`src/rtl/axi_route_pkg.sv`:
```
// Shared routing definitions for the interconnect read/write path controllers:
// mux select encoding, slave base addresses and the decode-error response code.
package axi_route_pkg;

    typedef logic [1:0] route_sel_t;

    localparam route_sel_t IDLE   = 2'd0;
    localparam route_sel_t M1_S0  = 2'd1;
    localparam route_sel_t M1_S1  = 2'd2;
    localparam route_sel_t M1_DEF = 2'd3;

    localparam logic [31:0] S0_BASE_ADDR = 32'h0000_0000;
    localparam logic [31:0] S1_BASE_ADDR = 32'h0001_0000;

    localparam logic [1:0] RESP_DECERR = 2'b11;

    typedef enum logic [1:0] {
        ST_IDLE,
        ST_AW,
        ST_W,
        ST_B
    } wr_state_t;

endpackage

```
`src/rtl/axi_addr_decode.sv`:
```
// Combinational address-to-route decoder. With AXI_DEFAULT_SLAVE_EN the full 64 KiB window
// is compared and unmapped addresses route to the default slave; otherwise bit 16 selects.
module axi_addr_decode
    import axi_route_pkg::*;
#(
    parameter int unsigned       ADDR_W  = 32,
    parameter logic [ADDR_W-1:0] S0_BASE = ADDR_W'(S0_BASE_ADDR),
    parameter logic [ADDR_W-1:0] S1_BASE = ADDR_W'(S1_BASE_ADDR)
) (
    input  logic [ADDR_W-1:0] i_addr,
    output route_sel_t        o_sel
);

    logic w_unused;

`ifdef AXI_DEFAULT_SLAVE_EN
    always_comb begin
        o_sel = M1_DEF;
        if (i_addr[ADDR_W-1:16] == S0_BASE[ADDR_W-1:16]) begin
            o_sel = M1_S0;
        end else if (i_addr[ADDR_W-1:16] == S1_BASE[ADDR_W-1:16]) begin
            o_sel = M1_S1;
        end
    end

    // Offset bits within the window never affect routing.
    assign w_unused = ^{i_addr[15:0], S0_BASE[15:0], S1_BASE[15:0]};
`else
    // Aliased decode: every address maps to one of the two slaves.
    always_comb begin
        o_sel = i_addr[16] ? M1_S1 : M1_S0;
    end

    assign w_unused = ^{i_addr[ADDR_W-1:17], i_addr[15:0], S0_BASE, S1_BASE};
`endif

endmodule

```
`src/rtl/axi_write_path_ctrl.sv`:
```
// Single-outstanding M1 write sequencer: AW -> W -> B with registered mux selects and a
// WLAST/AWLEN beat check. Define AXI_DEFAULT_SLAVE_EN to add the DECERR default slave.
module axi_write_path_ctrl
    import axi_route_pkg::*;
#(
    parameter int unsigned       ADDR_W  = 32,
    parameter logic [ADDR_W-1:0] S0_BASE = ADDR_W'(S0_BASE_ADDR),
    parameter logic [ADDR_W-1:0] S1_BASE = ADDR_W'(S1_BASE_ADDR)
) (
    input  logic              ACLK,
    input  logic              ARESETn,
    input  logic [ADDR_W-1:0] AWADDR_M1,
    input  logic [3:0]        AWLEN_M1,
    input  logic              AWVALID_M1,
    input  logic              AWREADY_S0,
    input  logic              AWREADY_S1,
    input  logic              WVALID_M1,
    input  logic              WLAST_M1,
    input  logic              WREADY_S0,
    input  logic              WREADY_S1,
    input  logic              BVALID_S0,
    input  logic              BVALID_S1,
    input  logic              BREADY_M1,
    output logic [1:0]        AW_state,
    output logic [1:0]        W_state,
    output logic [1:0]        B_state,
    output logic              busy,
`ifdef AXI_DEFAULT_SLAVE_EN
    output logic              AWREADY_DEF,
    output logic              WREADY_DEF,
    output logic              BVALID_DEF,
    output logic [1:0]        BRESP_DEF,
`endif
    output logic              wlast_err
);

    wr_state_t  r_state;
    route_sel_t r_tgt;
    logic [3:0] r_len_q;
    logic [3:0] r_beat_cnt;
    route_sel_t r_aw_state;
    route_sel_t r_w_state;
    route_sel_t r_b_state;
    logic       r_busy;
    logic       r_wlast_err;

    route_sel_t w_dec_sel;
    logic       w_awready_sel;
    logic       w_wready_sel;
    logic       w_bvalid_sel;
    logic       w_aw_hs;
    logic       w_w_hs;
    logic       w_b_hs;

    axi_addr_decode #(
        .ADDR_W  (ADDR_W),
        .S0_BASE (S0_BASE),
        .S1_BASE (S1_BASE)
    ) u_addr_decode (
        .i_addr (AWADDR_M1),
        .o_sel  (w_dec_sel)
    );

`ifdef AXI_DEFAULT_SLAVE_EN
    logic r_awready_def;
    logic r_wready_def;
    logic r_bvalid_def;

    assign AWREADY_DEF = r_awready_def;
    assign WREADY_DEF  = r_wready_def;
    assign BVALID_DEF  = r_bvalid_def;
    assign BRESP_DEF   = RESP_DECERR;
`endif

    // Only the slave named by the latched target can complete a handshake.
    always_comb begin
        w_awready_sel = 1'b0;
        w_wready_sel  = 1'b0;
        w_bvalid_sel  = 1'b0;
        case (r_tgt)
            M1_S0: begin
                w_awready_sel = AWREADY_S0;
                w_wready_sel  = WREADY_S0;
                w_bvalid_sel  = BVALID_S0;
            end
            M1_S1: begin
                w_awready_sel = AWREADY_S1;
                w_wready_sel  = WREADY_S1;
                w_bvalid_sel  = BVALID_S1;
            end
`ifdef AXI_DEFAULT_SLAVE_EN
            M1_DEF: begin
                w_awready_sel = r_awready_def;
                w_wready_sel  = r_wready_def;
                w_bvalid_sel  = r_bvalid_def;
            end
`endif
            default: ;
        endcase
    end

    assign w_aw_hs = (r_state == ST_AW) && AWVALID_M1 && w_awready_sel;
    assign w_w_hs  = (r_state == ST_W)  && WVALID_M1  && w_wready_sel;
    assign w_b_hs  = (r_state == ST_B)  && w_bvalid_sel && BREADY_M1;

    always_ff @(posedge ACLK or negedge ARESETn) begin
        if (!ARESETn) begin
            r_state     <= ST_IDLE;
            r_tgt       <= IDLE;
            r_len_q     <= 4'd0;
            r_beat_cnt  <= 4'd0;
            r_aw_state  <= IDLE;
            r_w_state   <= IDLE;
            r_b_state   <= IDLE;
            r_busy      <= 1'b0;
            r_wlast_err <= 1'b0;
`ifdef AXI_DEFAULT_SLAVE_EN
            r_awready_def <= 1'b0;
            r_wready_def  <= 1'b0;
            r_bvalid_def  <= 1'b0;
`endif
        end else begin
            r_wlast_err <= 1'b0;
            case (r_state)
                ST_IDLE: begin
                    if (AWVALID_M1) begin
                        r_state    <= ST_AW;
                        r_tgt      <= w_dec_sel;
                        r_len_q    <= AWLEN_M1;
                        r_beat_cnt <= 4'd0;
                        r_aw_state <= w_dec_sel;
                        r_busy     <= 1'b1;
`ifdef AXI_DEFAULT_SLAVE_EN
                        r_awready_def <= 1'b1;
`endif
                    end
                end
                ST_AW: begin
                    if (w_aw_hs) begin
                        r_state    <= ST_W;
                        r_aw_state <= IDLE;
                        r_w_state  <= r_tgt;
`ifdef AXI_DEFAULT_SLAVE_EN
                        r_awready_def <= 1'b0;
                        r_wready_def  <= 1'b1;
`endif
                    end
                end
                ST_W: begin
                    if (w_w_hs) begin
                        r_beat_cnt <= r_beat_cnt + 4'd1;
                        // Flag a last beat that is early/late, or a missing WLAST on the final beat.
                        r_wlast_err <= WLAST_M1 ^ (r_beat_cnt == r_len_q);
                        if (WLAST_M1) begin
                            r_state   <= ST_B;
                            r_w_state <= IDLE;
                            r_b_state <= r_tgt;
`ifdef AXI_DEFAULT_SLAVE_EN
                            r_wready_def <= 1'b0;
                            r_bvalid_def <= 1'b1;
`endif
                        end
                    end
                end
                ST_B: begin
                    if (w_b_hs) begin
                        r_state   <= ST_IDLE;
                        r_b_state <= IDLE;
                        r_busy    <= 1'b0;
`ifdef AXI_DEFAULT_SLAVE_EN
                        r_bvalid_def <= 1'b0;
`endif
                    end
                end
                default: r_state <= ST_IDLE;
            endcase
        end
    end

    assign AW_state  = r_aw_state;
    assign W_state   = r_w_state;
    assign B_state   = r_b_state;
    assign busy      = r_busy;
    assign wlast_err = r_wlast_err;

endmodule

```
`config.mk`:
```
export PLATFORM = sky130hd
export DESIGN_NAME = axi_write_path_ctrl
export DESIGN_NICKNAME = d
export VERILOG_FILES = /design/src/rtl/axi_route_pkg.sv /design/src/rtl/axi_addr_decode.sv /design/src/rtl/axi_write_path_ctrl.sv
export SDC_FILE = /design/constraint.sdc
export NUM_CORES = 1
export LEC_CHECK = 0
export BUFFER_PORTS_ARGS = -buffer_cell sky130_fd_sc_hd__clkbuf_2
export CORE_ASPECT_RATIO = 0.75
export CORE_MARGIN = 1.5
export CORE_UTILIZATION = 30
export CTS_BUF_LIST = sky130_fd_sc_hd__clkbuf_8
export CTS_CLUSTER_DIAMETER = 50
export DETAILED_ROUTE_END_ITERATION = 10
export PLACE_DENSITY = 0.57
export SYNTH_ARGS = -nofsm -noshare
export SYNTH_HDL_FRONTEND = slang
export SYNTH_HIERARCHICAL = 1
export SYNTH_SLANG_ARGS = --single-unit
```
`constraint.sdc`:
```
create_clock -name ACLK -period 2 [get_ports ACLK]
set_clock_uncertainty 0.2 [all_clocks]
set_input_delay 0.2 -clock ACLK [delete_from_list [all_inputs] [get_ports ACLK]]
set_output_delay 0.2 -clock ACLK [all_outputs]
set_load 0.005 [all_outputs]
```
# Yosys cells after proc, flatten, opt, wreduce, memory -nomap -nowiden
# Cells that the tools add are included.
# W data, S select, Z words.
[classes]
add_sub_neg = 1
n_eq_ne = 11
mux = 28
n_bitwise = 1
reduce_logical = 19
[op_table]
columns = ["op", "n"]
rows = [
  ["$mux W2", 13],
  ["$pmux W2 S2", 3],
  ["$ne A2 B2 Y1 const B", 5],
  ["$reduce_bool A2 Y1", 5],
  ["$reduce_and A3 Y1", 3],
  ["$mux W4", 2],
  ["$pmux W1 S2", 4],
  ["$pmux W2 S4", 1],
  ["$pmux W4 S2", 1],
  ["$reduce_and A4 Y1", 2],
  ["$eq A2 B2 Y1 const B", 3],
  ["$logic_and A1 B1 Y1", 6],
  ["$reduce_and A5 Y1", 1],
  ["$add A4 B1 Y4 const B", 1],
  ["$eq A2 B1 Y1 const B", 2],
  ["$eq A4 B4 Y1", 1],
  ["$mux W1", 4],
  ["$logic_not A2 Y1", 1],
  ["$reduce_and A2 Y1", 1],
  ["$xor A1 B1 Y1", 1],
]
[totals]
regBits = 20
out_inout_bits = 8
wordCells = 69

# Logic depth before layout (Yosys ltp)
[logic_depth]
depth_word = 6
mapped_depth = 7
mapped_depth_nobuf = 6

# Cells and area by module
# The synthesis kept the hierarchy.
[by_module_without_submodules]
columns = ["module", "n_inst", "cells_each", "area_each_um2", "seq_area_each_um2"]
rows = [
  ["axi_write_path_ctrl", 1, 115, 1214.9, 500.5],
  ["axi_addr_decode", 1, 2, 11.3, 0.0],
]

# Least setup slack after synthesis
# Ideal clock, no wire load.
[synth_path]
path_type = "register to register"
from = "register r_tgt[0]"
to = "register r_state[1]"
setup_ns = 0.125
t_arrival_ns = 1.599
required_ns = 1.675
path_slack_ns = 0.076
stages_incl_launch_ff = 7
path_buffers = 0
path_cell_list = "dfrtp_1 -> inv_1 -> ha_1 -> nand2b_1 -> o31ai_4 -> nand4_2 -> mux2_4"
[synth_via]
elab_chain_cells = 6
[synth_rtl]
columns = ["item", "line_no", "rtl"]
rows = [
  ["from (decl)", "axi_write_path_ctrl.sv:38", "route_sel_t r_tgt;"],
  ["from (signal assigned)", "axi_write_path_ctrl.sv:128", "r_tgt <= w_dec_sel;"],
  ["$eq A2 B2 Y1 or $eq A2 B1 Y1 (tied branches)", "axi_write_path_ctrl.sv:80", "case (r_tgt)"],
  ["$pmux W1 S2", "axi_write_path_ctrl.sv:80", ""],
  ["$logic_and A1 B1 Y1 (2 in series)", "axi_write_path_ctrl.sv:104", "assign w_b_hs = (r_state == ST_B) && w_bvalid_sel && BREADY_M1;"],
  ["$ne A2 B2 Y1 (no source line)", "--", ""],
  ["$reduce_and A5 Y1 (no source line) *", "--", ""],
  ["to (signal assigned)", "axi_write_path_ctrl.sv:108", "r_state <= ST_IDLE;"],
  ["to (signal assigned)", "axi_write_path_ctrl.sv:127", "r_state <= ST_AW;"],
  ["to (signal assigned)", "axi_write_path_ctrl.sv:140", "r_state <= ST_W;"],
  ["to (decl)", "axi_write_path_ctrl.sv:37", "wr_state_t r_state;"],
]
# Mark *: on every way between the ends. The rest lies on a longest branch, timed or not.
# A chain may end at the register's enable or synchronous reset.

# Worst setup path after layout
[layout_path]
from = "register r_tgt[1]"
to = "register r_state[1]"
# The elaborated chain is that of the path after synthesis.

==> out/results.txt <==
Setup violations remaining at the end of the flow were counted as 0. The number of antenna diodes in the final layout is 0. The part of the power in combinational logic was 0.053; the insertion delay of the later-clocked pin in the worst-skew pair was 0.26 ns. The initial antenna violation count was 0; the number of register bits inferred by synthesis was 20. The run gives 21 as the largest net degree at the start of global routing. Class of the tightest hold or removal check: input port to register. For the residual overflow from global routing, the log shows 0. The placed instance count was 198; the total of max-cap violations was 0. Synthesis handed over a netlist of 117 instances. Minimum period implied by the final worst setup slack: 1.93 ns.

The area growth from synthesis to layout is 31.8%. The tools report the sequential area share after synthesis as 0.408. Clock-pin slew was measured on the worst setup and hold paths at 0.08 ns. The number of inserted filler cells in the final layout was 368. The starting DRC count in detailed routing is 46, and the synthesis warning total is 6. Input and output buffers added on the ports amount to 24.

Setup slack on the worst reg-to-reg path comes out at 0.07 ns. The synthesized netlist net count was 172. The final critical-path share of the clock period was 0.964; the routed wire length was 2790 µm. The clock share of power came out at 0.475. The area share of and/or/nand/nor cells after synthesis is 0.147.

For the number of DRC violations after detailed routing, the log shows 0. At the end of routability-driven placement, the weighted congestion stood at 0.855. STA classifies the critical path endpoint as a register.

The layout cell share with drive strength beyond 1 was 0.372; the count of distinct cell types in the synthesized netlist was 40. Measured along the x axis, the die boundary spans 76.8 µm. The logic depth of the worst register-to-register path is 6, and the number of global-route vias before repair is 1,020. The first detailed-routing pass ran for 4 iterations. For the worst setup path, the data required time is 1.95 ns. Y dimension of the die: 58.4 µm.

Leaving out filler cells and counting taps, the final layout contains 208. The hold violation total from the final report is 0, and the number of enable-type register cells in the synthesized netlist is 0. The logs give 4480 µm² for the die area and 0 for the antenna violation net count after detailed routing.

Across the VDD grid, the largest voltage drop is 0.000271 V. The element type at the critical path start was a register. The final core utilization is 0.428. The compound-cell area share of the yosys netlist was 0.206. The maximum fanout along the worst path works out to 4.

The run gives 0.653 as the relative max-transition margin. The clock sink total was 20; the leakage component of the power was 0.743 nW. The total track usage came out at 0.136. The count of standard-cell rows was 19. In this run, CTS created clock tree buffers numbering 3. The tools report the total count of max-transition violations in the final report as 0. Counting instances, the worst hold path has a depth of 2.

Buffer cell driving the clock tree root: sky130_fd_sc_hd__clkbuf_8. The final layout net count was 212. The critical path is of the register to register type. The mux cell area share after synthesis is 0.0918. Switching part of the total power: 0.193. For the worst setup path, the data arrival time is 1.88 ns.

The path with the worst hold slack has its endpoint at r_tgt[1]$_DFFE_PN0P_. In this run the cell area of the synthesized design comes to 1230 µm². The net switching power figure was 0.000166 W. The fraction of registers with async set or reset after synthesis is 1.00. The core region is 3780 µm². The power density relative to cell area is 533 nW/µm². The adder-cell share of the synthesized area is 0.0714, and the average footprint of a synthesized cell is 10.5 µm².

Cell internal power was estimated by the tool at 0.000696 W. The xor/xnor cell area share of the yosys netlist is 0.0357. Timing would allow up to 519 MHz. The first global-routing pass estimated 4660 µm of wire. For the maximum clock insertion buffer count, the log shows 2. In this run the critical register-to-register path is captured at r_state[1]$_DFFE_PN0P_.

The flow ran to the end, and the final reports show no timing, DRC or antenna violations. At the pin with the least slew margin, the transition time is 0.520 ns. For the half-perimeter wire length after placement, the log shows 2110 µm. The detail-routed net length per standard cell is 13.4 µm. The worst register-to-register path begins at r_tgt[1]$_DFFE_PN0P_. The dominant register cell in the synthesized netlist was sky130_fd_sc_hd__dfrtp_1. For this block, the via count after detailed routing is 1,024. The I/O pin count is 56, and the initial standard-cell utilization of the core is 0.324.

The number of H-tree branching levels was 1. By area, the combinational part of the netlist is dominated by compound AO/OA/AOI/OAI gates. The sequential group share of total power is 0.472. The tools report the source of the worst hold timing path as AWADDR_M1[16].

TritonCTS built the clock tree. Dividing the detail-routed via count by the number of cells gives 4.92.
power groups by stage:
stage / combinational, W / clock, W / sequential [W]
2_1_floorplan: 0.0000112 / 0 / 0.000416
3_3_place_gp: 0.0000371 / 0 / 0.000415
3_5_place_dp: 0.0000379 / 0 / 0.000416
4_1_cts: 0.0000464 / 0.000423 / 0.000407
5_1_grt: 0.0000510 / 0.000436 / 0.000408
6_report: 0.0000455 / 0.000409 / 0.000407
synth_stat cells, types with 4 or more instances:
library cell	n	area (µm²)
sky130_fd_sc_hd__xor2_1	4	35.0
sky130_fd_sc_hd__nand3_1	4	20.0
sky130_fd_sc_hd__ha_1	7	87.6
sky130_fd_sc_hd__nor2b_1	5	31.3
sky130_fd_sc_hd__o21ai_0	9	45.0
sky130_fd_sc_hd__a22o_1	4	35.0
sky130_fd_sc_hd__nor3_1	4	20.0
sky130_fd_sc_hd__dfrtp_1	20	500
sky130_fd_sc_hd__inv_1	8	30.0
sky130_fd_sc_hd__mux2_2	6	67.6
sky130_fd_sc_hd__nor2_1	4	15.0
final cells by class:
cell class	count	area (µm²)	area share
Clock buffer	3	41.3	0.0255
Clock inverter	1	30.0	0.0186
Inverter	8	30.0	0.0186
Multi-Input combinational cell	85	703	0.435
Sequential cell	20	502	0.310
Tap cell	52	65.1	0.0402
Timing Repair Buffer	39	245	0.152
cell families after synthesis:
family	Yosys count
AO/OA/AOI/OAI	34
XOR/XNOR	5
buffers and inverters	12
flip-flops	20
multiplexers	10
adder cells (fa/ha/maj)	7
AND/OR/NAND/NOR	29
what timing repair did:
action,4_1_cts,5_1_grt
gates resized for setup,3,6
hold buffers,5,0
setup buffers,1,0
hold endpoints to repair,24,0
pin swaps,2,2
setup endpoints to repair,2,9
sequential cells by signal, indices dropped and copies added, names as in the netlist:
| signal | cells |
|---|---|
| AW_state | 2 |
| wlast_err | 1 |
| r_beat_cnt | 4 |
| B_state | 2 |
| W_state | 2 |
| r_len_q | 4 |
| busy | 1 |
| r_tgt | 2 |
| r_state | 2 |
worst max-delay path by stage:
stage,depth (start not counted),from,endpoint,slack (ns)
3_5_place_dp,5,r_tgt[1]$_DFFE_PN0P_,r_state[1]$_DFFE_PN0P_,0.003
3_3_place_gp,5,r_tgt[1]$_DFFE_PN0P_,r_state[1]$_DFFE_PN0P_,0.01
4_1_cts,6,r_tgt[0]$_DFFE_PN0P_,r_state[1]$_DFFE_PN0P_,0.04
6_report,6,r_tgt[1]$_DFFE_PN0P_,r_state[1]$_DFFE_PN0P_,0.07
5_1_grt,6,r_tgt[1]$_DFFE_PN0P_,r_state[1]$_DFFE_PN0P_,-0.006
2_1_floorplan,6,r_tgt[0]$_DFFE_PN0P_,r_state[1]$_DFFE_PN0P_,0.08
per-layer routing:
layer | vias up | share of wire | global-route usage
met3 | 2 | 0.051 | 0.0388
met1 | 491 | 0.49 | 0.180
li1 | 512 | - | -
met2 | 19 | 0.45 | 0.220
met5 | - | 0 | 0
met4 | 0 | 0.0068 | 0.0397
cells in the final DEF (no fill, tap or decap), types with 2 or more instances in the layout:
| cell type | n |
|---|---|
| sky130_fd_sc_hd__clkbuf_2 | 24 |
| sky130_fd_sc_hd__dfrtp_1 | 19 |
| sky130_fd_sc_hd__buf_4 | 10 |
| sky130_fd_sc_hd__o21ai_0 | 8 |
| sky130_fd_sc_hd__inv_1 | 6 |
| sky130_fd_sc_hd__mux2_2 | 6 |
| sky130_fd_sc_hd__nor2b_1 | 5 |
| sky130_fd_sc_hd__ha_1 | 5 |
| sky130_fd_sc_hd__dlygate4sd3_1 | 5 |
| sky130_fd_sc_hd__nor2_1 | 4 |
| sky130_fd_sc_hd__xor2_1 | 4 |
| sky130_fd_sc_hd__nand3_1 | 4 |
| sky130_fd_sc_hd__nor3_1 | 4 |
| sky130_fd_sc_hd__a22o_1 | 4 |
| sky130_fd_sc_hd__mux2i_1 | 3 |
| sky130_fd_sc_hd__a21oi_1 | 3 |
| sky130_fd_sc_hd__clkbuf_8 | 3 |
| sky130_fd_sc_hd__inv_2 | 2 |
| sky130_fd_sc_hd__nand2b_1 | 2 |
| sky130_fd_sc_hd__a22oi_1 | 2 |
| sky130_fd_sc_hd__o21ai_2 | 2 |
| sky130_fd_sc_hd__o2bb2ai_1 | 2 |
| sky130_fd_sc_hd__o41ai_1 | 2 |
| sky130_fd_sc_hd__a31oi_1 | 2 |
| sky130_fd_sc_hd__nand2_1 | 2 |
per-stage QoR:
step	power [W]	hold WS, ns	TNS [ns]	setup slack (ns)	instance area [µm²]
after floorplan	0.000427	-0.296	0	0.0756	1230
after global placement	0.000453	-0.0129	0	0.0102	1460
after detailed placement	0.000454	-0.00371	0	0.00259	1460
after CTS	0.000877	0.0126	0	0.0402	1610
after global routing	0.000895	0.0266	-0.00620	-0.00620	1620
final	0.000862	0.0181	0	0.0727	1620
critical path, stage by stage, from the launching register on:
cell	delay [ns]
sky130_fd_sc_hd__dfrtp_2	0.46
sky130_fd_sc_hd__inv_2	0.08
sky130_fd_sc_hd__ha_2	0.20
sky130_fd_sc_hd__a22oi_2	0.10
sky130_fd_sc_hd__o31ai_4	0.28
sky130_fd_sc_hd__nand4_2	0.17
sky130_fd_sc_hd__mux2_4	0.32
Power figures use the tool's default switching activity.
